===== config.mk =====
export PLATFORM = sky130hd
export DESIGN_NAME = secuenciador
export DESIGN_NICKNAME = d
export VERILOG_FILES = /design/src/rtl/secuenciador_pkg.sv /design/src/rtl/secuenciador_cola_instr.sv /design/src/rtl/secuenciador.sv
export SDC_FILE = /design/constraint.sdc
export NUM_CORES = 1
export LEC_CHECK = 0
export CORE_UTILIZATION = 35
export DETAILED_ROUTE_END_ITERATION = 10
export GPL_TIMING_DRIVEN = 0
export HOLD_SLACK_MARGIN = 0.05
export SYNTH_ARGS = -nofsm -noshare
export SYNTH_HDL_FRONTEND = slang
export SYNTH_SLANG_ARGS = --single-unit

===== constraint.sdc =====
create_clock -name clk -period 7.8 [get_ports clk]
set_input_delay 1.17 -clock clk [delete_from_list [all_inputs] [get_ports clk]]
set_output_delay 1.17 -clock clk [all_outputs]
set_load 0.05 [all_outputs]

===== src/rtl/secuenciador_pkg.sv =====
// Shared types and instruction field layout for the secuenciador block.
// Field map (20-bit word): WE_B | DL1 | DL2 | DE | WE_A | SEL
package secuenciador_pkg;

  localparam int IW     = 20;
  localparam int WE_B   = 19;
  localparam int DL1_HI = 18;
  localparam int DL1_LO = 14;
  localparam int DL2_HI = 13;
  localparam int DL2_LO = 9;
  localparam int DE_HI  = 8;
  localparam int DE_LO  = 4;
  localparam int WE_A   = 3;
  localparam int SEL_HI = 2;
  localparam int SEL_LO = 0;

  typedef enum logic [2:0] {
    ST_IDLE,
    ST_LOAD,
    ST_STALL,
    ST_ISSUE,
    ST_FIN
  } state_e;

  // Read-after-write clash: the next word reads a register the previous word wrote via port A.
  function automatic logic raw_hazard(input logic [IW-1:0] nxt, input logic [IW-1:0] prv);
    return prv[WE_A] &&
           ((nxt[DL1_HI:DL1_LO] == prv[DE_HI:DE_LO]) ||
            (nxt[DL2_HI:DL2_LO] == prv[DE_HI:DE_LO]));
  endfunction

endpackage


===== src/rtl/secuenciador_cola_instr.sv =====
// cola_instr: synchronous instruction FIFO with occupancy count.
// A push while full is dropped; a pop while empty is ignored.
module cola_instr #(
  parameter int DEPTH = 8,
  parameter int W     = 20
) (
  input  logic                     clk,
  input  logic                     rst,
  input  logic                     push_i,
  input  logic                     pop_i,
  input  logic [W-1:0]             din_i,
  output logic [W-1:0]             dout_o,
  output logic                     full_o,
  output logic                     empty_o,
  output logic [$clog2(DEPTH):0]   count_o
);

  localparam int AW = $clog2(DEPTH);
  localparam int CW = AW + 1;

  logic [W-1:0]  mem_q [DEPTH];
  logic [AW-1:0] wr_ptr_q, wr_ptr_d;
  logic [AW-1:0] rd_ptr_q, rd_ptr_d;
  logic [CW-1:0] count_q, count_d;
  logic          do_push, do_pop;

  assign full_o  = (count_q == CW'(DEPTH));
  assign empty_o = (count_q == '0);
  assign count_o = count_q;
  assign dout_o  = mem_q[rd_ptr_q];
  assign do_push = push_i && !full_o;
  assign do_pop  = pop_i && !empty_o;

  // Pointer and occupancy update; pointers wrap naturally at DEPTH (power of two).
  always_comb begin
    wr_ptr_d = wr_ptr_q;
    rd_ptr_d = rd_ptr_q;
    count_d  = count_q;
    if (do_push) wr_ptr_d = wr_ptr_q + 1'b1;
    if (do_pop)  rd_ptr_d = rd_ptr_q + 1'b1;
    if (do_push && !do_pop)      count_d = count_q + 1'b1;
    else if (!do_push && do_pop) count_d = count_q - 1'b1;
  end

  // Storage array; contents need no reset because the count gates every read.
  always_ff @(posedge clk) begin
    if (do_push) mem_q[wr_ptr_q] <= din_i;
  end

  // Control registers with synchronous reset.
  always_ff @(posedge clk) begin
    if (rst) begin
      wr_ptr_q <= '0;
      rd_ptr_q <= '0;
      count_q  <= '0;
    end else begin
      wr_ptr_q <= wr_ptr_d;
      rd_ptr_q <= rd_ptr_d;
      count_q  <= count_d;
    end
  end

endmodule


===== src/rtl/secuenciador.sv =====
// secuenciador: queues instruction words and, on start, issues them one by one to the datapath.
// Optional macro SECUENCIADOR_HAZARD_EN inserts a one-cycle stall on a read-after-write clash.
//
// state    | meaning
// IDLE     | waiting for start with a non-empty queue; outputs all zero
// LOAD     | pop queue head into cur
// STALL    | one bubble for a RAW clash (only with SECUENCIADOR_HAZARD_EN)
// ISSUE    | drive cur with instr_valid for one cycle
// FIN      | one-cycle done pulse, back to IDLE
module secuenciador
  import secuenciador_pkg::*;
#(
  parameter int DEPTH = 8,
  parameter int IW    = 20
) (
  input  logic                   clk,
  input  logic                   rst,
  input  logic                   in_valid,
  input  logic [IW-1:0]          in_instr,
  output logic                   in_ready,
  input  logic                   start,
  output logic [IW-1:0]          instruccion,
  output logic                   instr_valid,
  output logic                   busy,
  output logic                   done,
  output logic [$clog2(DEPTH):0] count,
  output logic [7:0]             issued
);

  logic                   fifo_full, fifo_empty, pop;
  logic [IW-1:0]          fifo_head;
  logic [$clog2(DEPTH):0] fifo_count;
  state_e                 state_q, state_d;
  logic [IW-1:0]          cur_q, cur_d;
  logic [7:0]             issued_q, issued_d;
  logic                   load_hazard;

  cola_instr #(.DEPTH(DEPTH), .W(IW)) u_cola (
    .clk     (clk),
    .rst     (rst),
    .push_i  (in_valid),
    .pop_i   (pop),
    .din_i   (in_instr),
    .dout_o  (fifo_head),
    .full_o  (fifo_full),
    .empty_o (fifo_empty),
    .count_o (fifo_count)
  );

  assign in_ready = !fifo_full;
  assign count    = fifo_count;
  assign issued   = issued_q;

`ifdef SECUENCIADOR_HAZARD_EN
  logic [IW-1:0] prev_q;

  assign load_hazard = raw_hazard(fifo_head, prev_q);

  // Remember the last issued word so the next load can be checked against it.
  always_ff @(posedge clk) begin
    if (rst)                       prev_q <= '0;
    else if (state_q == ST_ISSUE)  prev_q <= cur_q;
  end
`else
  assign load_hazard = 1'b0;
`endif

  // Next-state and output decode; outputs stay zero outside ISSUE so WE bits never leak.
  always_comb begin
    state_d     = state_q;
    cur_d       = cur_q;
    issued_d    = issued_q;
    pop         = 1'b0;
    instruccion = '0;
    instr_valid = 1'b0;
    done        = 1'b0;
    busy        = (state_q != ST_IDLE);
    case (state_q)
      ST_IDLE: begin
        if (start && !fifo_empty) state_d = ST_LOAD;
      end
      ST_LOAD: begin
        pop     = !fifo_empty;
        cur_d   = fifo_head;
        state_d = load_hazard ? ST_STALL : ST_ISSUE;
      end
      ST_STALL: begin
        state_d = ST_ISSUE;
      end
      ST_ISSUE: begin
        instruccion = cur_q;
        instr_valid = 1'b1;
        issued_d    = issued_q + 8'd1;
        state_d     = fifo_empty ? ST_FIN : ST_LOAD;
      end
      ST_FIN: begin
        done    = 1'b1;
        state_d = ST_IDLE;
      end
      default: state_d = ST_IDLE;
    endcase
  end

  // State, current word and issue counter registers.
  always_ff @(posedge clk) begin
    if (rst) begin
      state_q  <= ST_IDLE;
      cur_q    <= '0;
      issued_q <= '0;
    end else begin
      state_q  <= state_d;
      cur_q    <= cur_d;
      issued_q <= issued_d;
    end
  end

endmodule


==> results, run 1 <==
- The total of warnings raised by yosys is 0.
- Summed over all cells, the static leakage comes to 3.27 nW.
- The number of inserted diodes is 0.
- The non-filler instance count after layout is 900.
- The iteration count of the initial detailed-routing pass is 7.
- The DRC violations left is 4.
- The maximum clock skew at final layout is between 0.004 and 0.005 ns.
- The cell count after synthesis is 507.
- The initial antenna violation count came to 0.
- The maximum number of pins on one net before global-route repair is 14.
- The chip width is around 150 um.
- For this configuration, the core starts out at a cell density of 36.0%.
- Of the total synthesized cell area, the portion taken by XOR and XNOR cells is roughly 1.6%.
- The total placed instance area is about 9000 um2.
- The clock slew seen by the registers of the worst setup and hold paths is roughly 0.06 ns.
- Leaving out fill and tap cells, the most frequent cell in the layout is sky130_fd_sc_hd__edfxtp_1.
- For this design the ratio of total power to cell area is 323 nW/um2.
- The number of different library cells in the post-synthesis netlist is 40.
- The cell area after synthesis is between 7000 and 8000 um2.
- The initialized floorplan defines 54 standard-cell rows.
- The origin of the worst setup path is state_q[1].
- The buffer type at the clock tree root is sky130_fd_sc_hd__clkbuf_16.
- The sequential area share after synthesis is a little under three quarters.
- The flow ran to the end, but the final reports show violations.
- The cts-stage hold buffer count is 0.
- The predominant post-synthesis flop cell is sky130_fd_sc_hd__edfxtp_1.
- Clock latency on the worst-skew pair, taken at its later pin, is ~0.5 ns.
- The placer's final routability congestion estimate is 0.753.
- In this run the tool buffered the top-level ports with 59 buffer cells.
- The number of resized instances in the post-cts repair step is 0.
- The share of synthesized area spent on multiplexers is 10.5%.
- In the layout the commonest cells are 160 x sky130_fd_sc_hd__edfxtp_1, 82 x sky130_fd_sc_hd__mux2i_1, 59 x sky130_fd_sc_hd__clkdlybuf4s50_1, 41 x sky130_fd_sc_hd__dfxtp_1, 24 x sky130_fd_sc_hd__nand2_1.
- The via count of the first global-routing pass is around 4,800.
- Static timing analysis puts the maximum clock frequency at 0.249 GHz.
- Detailed placement finished with a half-perimeter wire length of between 10,000 and 15,000 um.
- The post-route netlist has around an eighth of its cells at a drive strength greater than 1.
- The final layout net count is 636.
- In this run, CTS created clock tree buffers numbering 22.
- After floorplanning, the core was sized to cover between 20,000 and 25,000 um2.
- The area growth from synthesis to layout is 24.5%.
- The post-synthesis average cell area is 15.6 um2.
- The checks that failed: DRC.
- At the worst endpoint, the required time is ~6.6 ns.
- The number of nets handed over by synthesis was ~540.
- In this run the critical register-to-register path is launched from u_cola.count_o[0].
- The post-placement worst setup slack is between 4 and 5 ns.
- In this run the deepest clock path goes through 3 buffers.
- The dominant combinational cell family by area after synthesis is multiplexers.
- Setup total negative slack on the finished layout was measured at 0 ns.
- The number of setup buffers added after CTS is 0.
- The synthesized netlist devotes under 10% of its cell area to simple gates.
- The adder and majority gate portion of the synthesized area is between 1 and 1.5%.
- The count of final max-slew check failures was 0.
- The post-synthesis sequential element count is 201.
- The via density per instance is roughly 5.
- The first global-routing pass estimated about 27,000 um of wire.
- The die outline height is 152 um.
- The final-report hold violation count was 0.
- Counting flops with a built-in enable in the synthesized netlist gives 160.
- For this run the aggregate overflow at the end of global routing stands at 0.
- The design draws approximately 3.2 mW.
- The kind of critical path is reg -> out.
- The area fraction in compound gates after synthesis is a little over 6%.
- The tightest hold path in the finished design has a slack of about 0.46 ns.
- The routed layout has roughly 4,600 vias.
- The worst setup path is launched from a flip-flop.
- For this run, asynchronously set or reset flops after synthesis account for 0%.
- Of all nets on the critical path, the largest fanout is 10.
- The total wire length is ~18,000 um.
- At the pin with the least slew margin, the transition time is a little under 1 ns.
- The first routing iteration left approximately 240 violations.
- The final cell area excluding filler cells is about 10000 um2.
- Setup repair after global routing left no endpoint under its margin.
- IR analysis of the VDD net gives a maximum drop of about 0.16 mV.
- The clock tree from TritonCTS is built.
- The detail route stage leaves a number of antenna-violating nets equal to 0.
- The multi-input combinational cells in the finished layout cover a total of about 2200 um2.
- 60 I/O pins were placed.
- The critical path capture point type is a primary output.
- The utilization after layout is 44.8%.
- The layout has 1,916 filler cells.
- The final critical-path setup slack is approximately 3.8 ns.
- The sequential cell area is between 5000 and 6000 um2.
- The final routed wire length divided by cell count is roughly 20 um.
- The floorplan die area is about 23,000 um2.
- Counting tap cells, the placed design contains a total of around 860 instances.
- CTS built an H-tree with a depth of 1.
- Across the run, the number of max-cap violations was 0.
- After layout, the minimum clock period comes to about 4 ns.
- Across every metal layer, demand over resource in global routing totals roughly 16%.
- The worst min-delay path category is reg -> reg.
- The number of setup violations in the final report is 0.
- Dividing the final minimum period by the clock period gives slightly above 50%.
- The CTS sink count is 201.
- The startpoint identified for the worst hold timing path is cur_q[9].
- At the worst endpoint, the arrival time is 2.85 ns.
- The worst relative slew slack is 34.4%.
==> final timing paths <==
kind	end	slack (ns)	cells after the start
setup / recovery	instruccion[5]	3.78	4
hold / removal	cur_q[9]	0.46	1
setup reg to reg	u_cola.count_o[3]	5.02	11
hold reg to reg	cur_q[9]	0.46	1
==> registers in the layout (all words and copies together), names as in the netlist <==
signal	cells
u_cola.mem_q	160
cur_q	20
issued	8
u_cola.count_o	4
state_q	3
u_cola.rd_ptr_q	3
u_cola.wr_ptr_q	3
==> cell usage after synthesis, types with 3 or more instances <==
master	instances	share of area, %
sky130_fd_sc_hd__nand2_1	24	1.1
sky130_fd_sc_hd__and2_1	22	1.7
sky130_fd_sc_hd__ha_1	6	0.95
sky130_fd_sc_hd__clkbuf_1	15	0.71
sky130_fd_sc_hd__a22oi_1	20	1.9
sky130_fd_sc_hd__buf_2	8	0.51
sky130_fd_sc_hd__a32o_1	20	2.5
sky130_fd_sc_hd__nor2b_1	4	0.32
sky130_fd_sc_hd__mux2i_1	82	10
sky130_fd_sc_hd__buf_4	4	0.38
sky130_fd_sc_hd__nand3_1	8	0.51
sky130_fd_sc_hd__a21oi_1	23	1.5
sky130_fd_sc_hd__edfxtp_1	160	61
sky130_fd_sc_hd__nor3_1	6	0.38
sky130_fd_sc_hd__dfxtp_1	41	10
sky130_fd_sc_hd__xnor2_1	3	0.33
sky130_fd_sc_hd__nor2_1	23	1.1
sky130_fd_sc_hd__nand2b_1	3	0.24
sky130_fd_sc_hd__xor2_1	10	1.1
==> logic make-up (layout without fill, tap and decap cells) <==
family          after synthesis  after routing
flops                       201            201
simple gates                106            106
mux                          83             83
compound gates               66             66
buf+inv                      30            143
xor+xnor                     14             14
fa+ha+maj                     7              7
==> per-layer routing <==
layer  track usage, %  part of all wire [%]  routed length, um
met4             4.91                   2.6                475
met3             3.44                   6.0               1070
met2             27.6                    50               8960
met5                0                     0                  0
met1             18.7                    42               7470
==> final cells by class <==
class | instances | share of cell area (%)
Clock inverter | 12 | 1.87
Timing Repair Buffer | 74 | 7.69
Clock buffer | 27 | 6.21
Tap cell | 280 | 3.56
Sequential cell | 201 | 57.2
Multi-Input combinational cell | 276 | 22.0
Buffer | 28 | 1.40
Inverter | 2 | 0.0764
==> worst max-delay path, cell delays in order (launching register included) <==
cell and delay (ns):
sky130_fd_sc_hd__dfxtp_1 0.45, sky130_fd_sc_hd__and3b_1 0.27, sky130_fd_sc_hd__clkbuf_1 0.55, sky130_fd_sc_hd__and2_1 0.22, sky130_fd_sc_hd__clkdlybuf4s50_1 0.86
==> power by group <==
group	switching, mW	leakage (nW)	internal [mW]	total, mW
Clock	0.405	0.387	0.718	1.12
Sequential	0.0602	1.79	1.26	1.32
Combinational	0.432	1.10	0.299	0.731
Total	0.897	3.27	2.28	3.18
Note: power is estimated with default switching activity, not from simulation.
==> run 2: changes to the inputs <==
- clock period: 7.8 -> 4.1 ns (I/O delays scaled with it)
==> results of run 2 <==
The final DEF is identical to that of run 1. Status: complete, but fails checks: DRC.
Main changes from that run: setup slack after placement 4.21 ns -> 1.07 ns; setup slack after layout 3.78 ns -> 0.638 ns; register-to-register setup slack 5.02 ns -> 1.32 ns; total power 3.18 mW -> 6.04 mW; worst IR drop on VDD 0.160 mV -> 0.304 mV
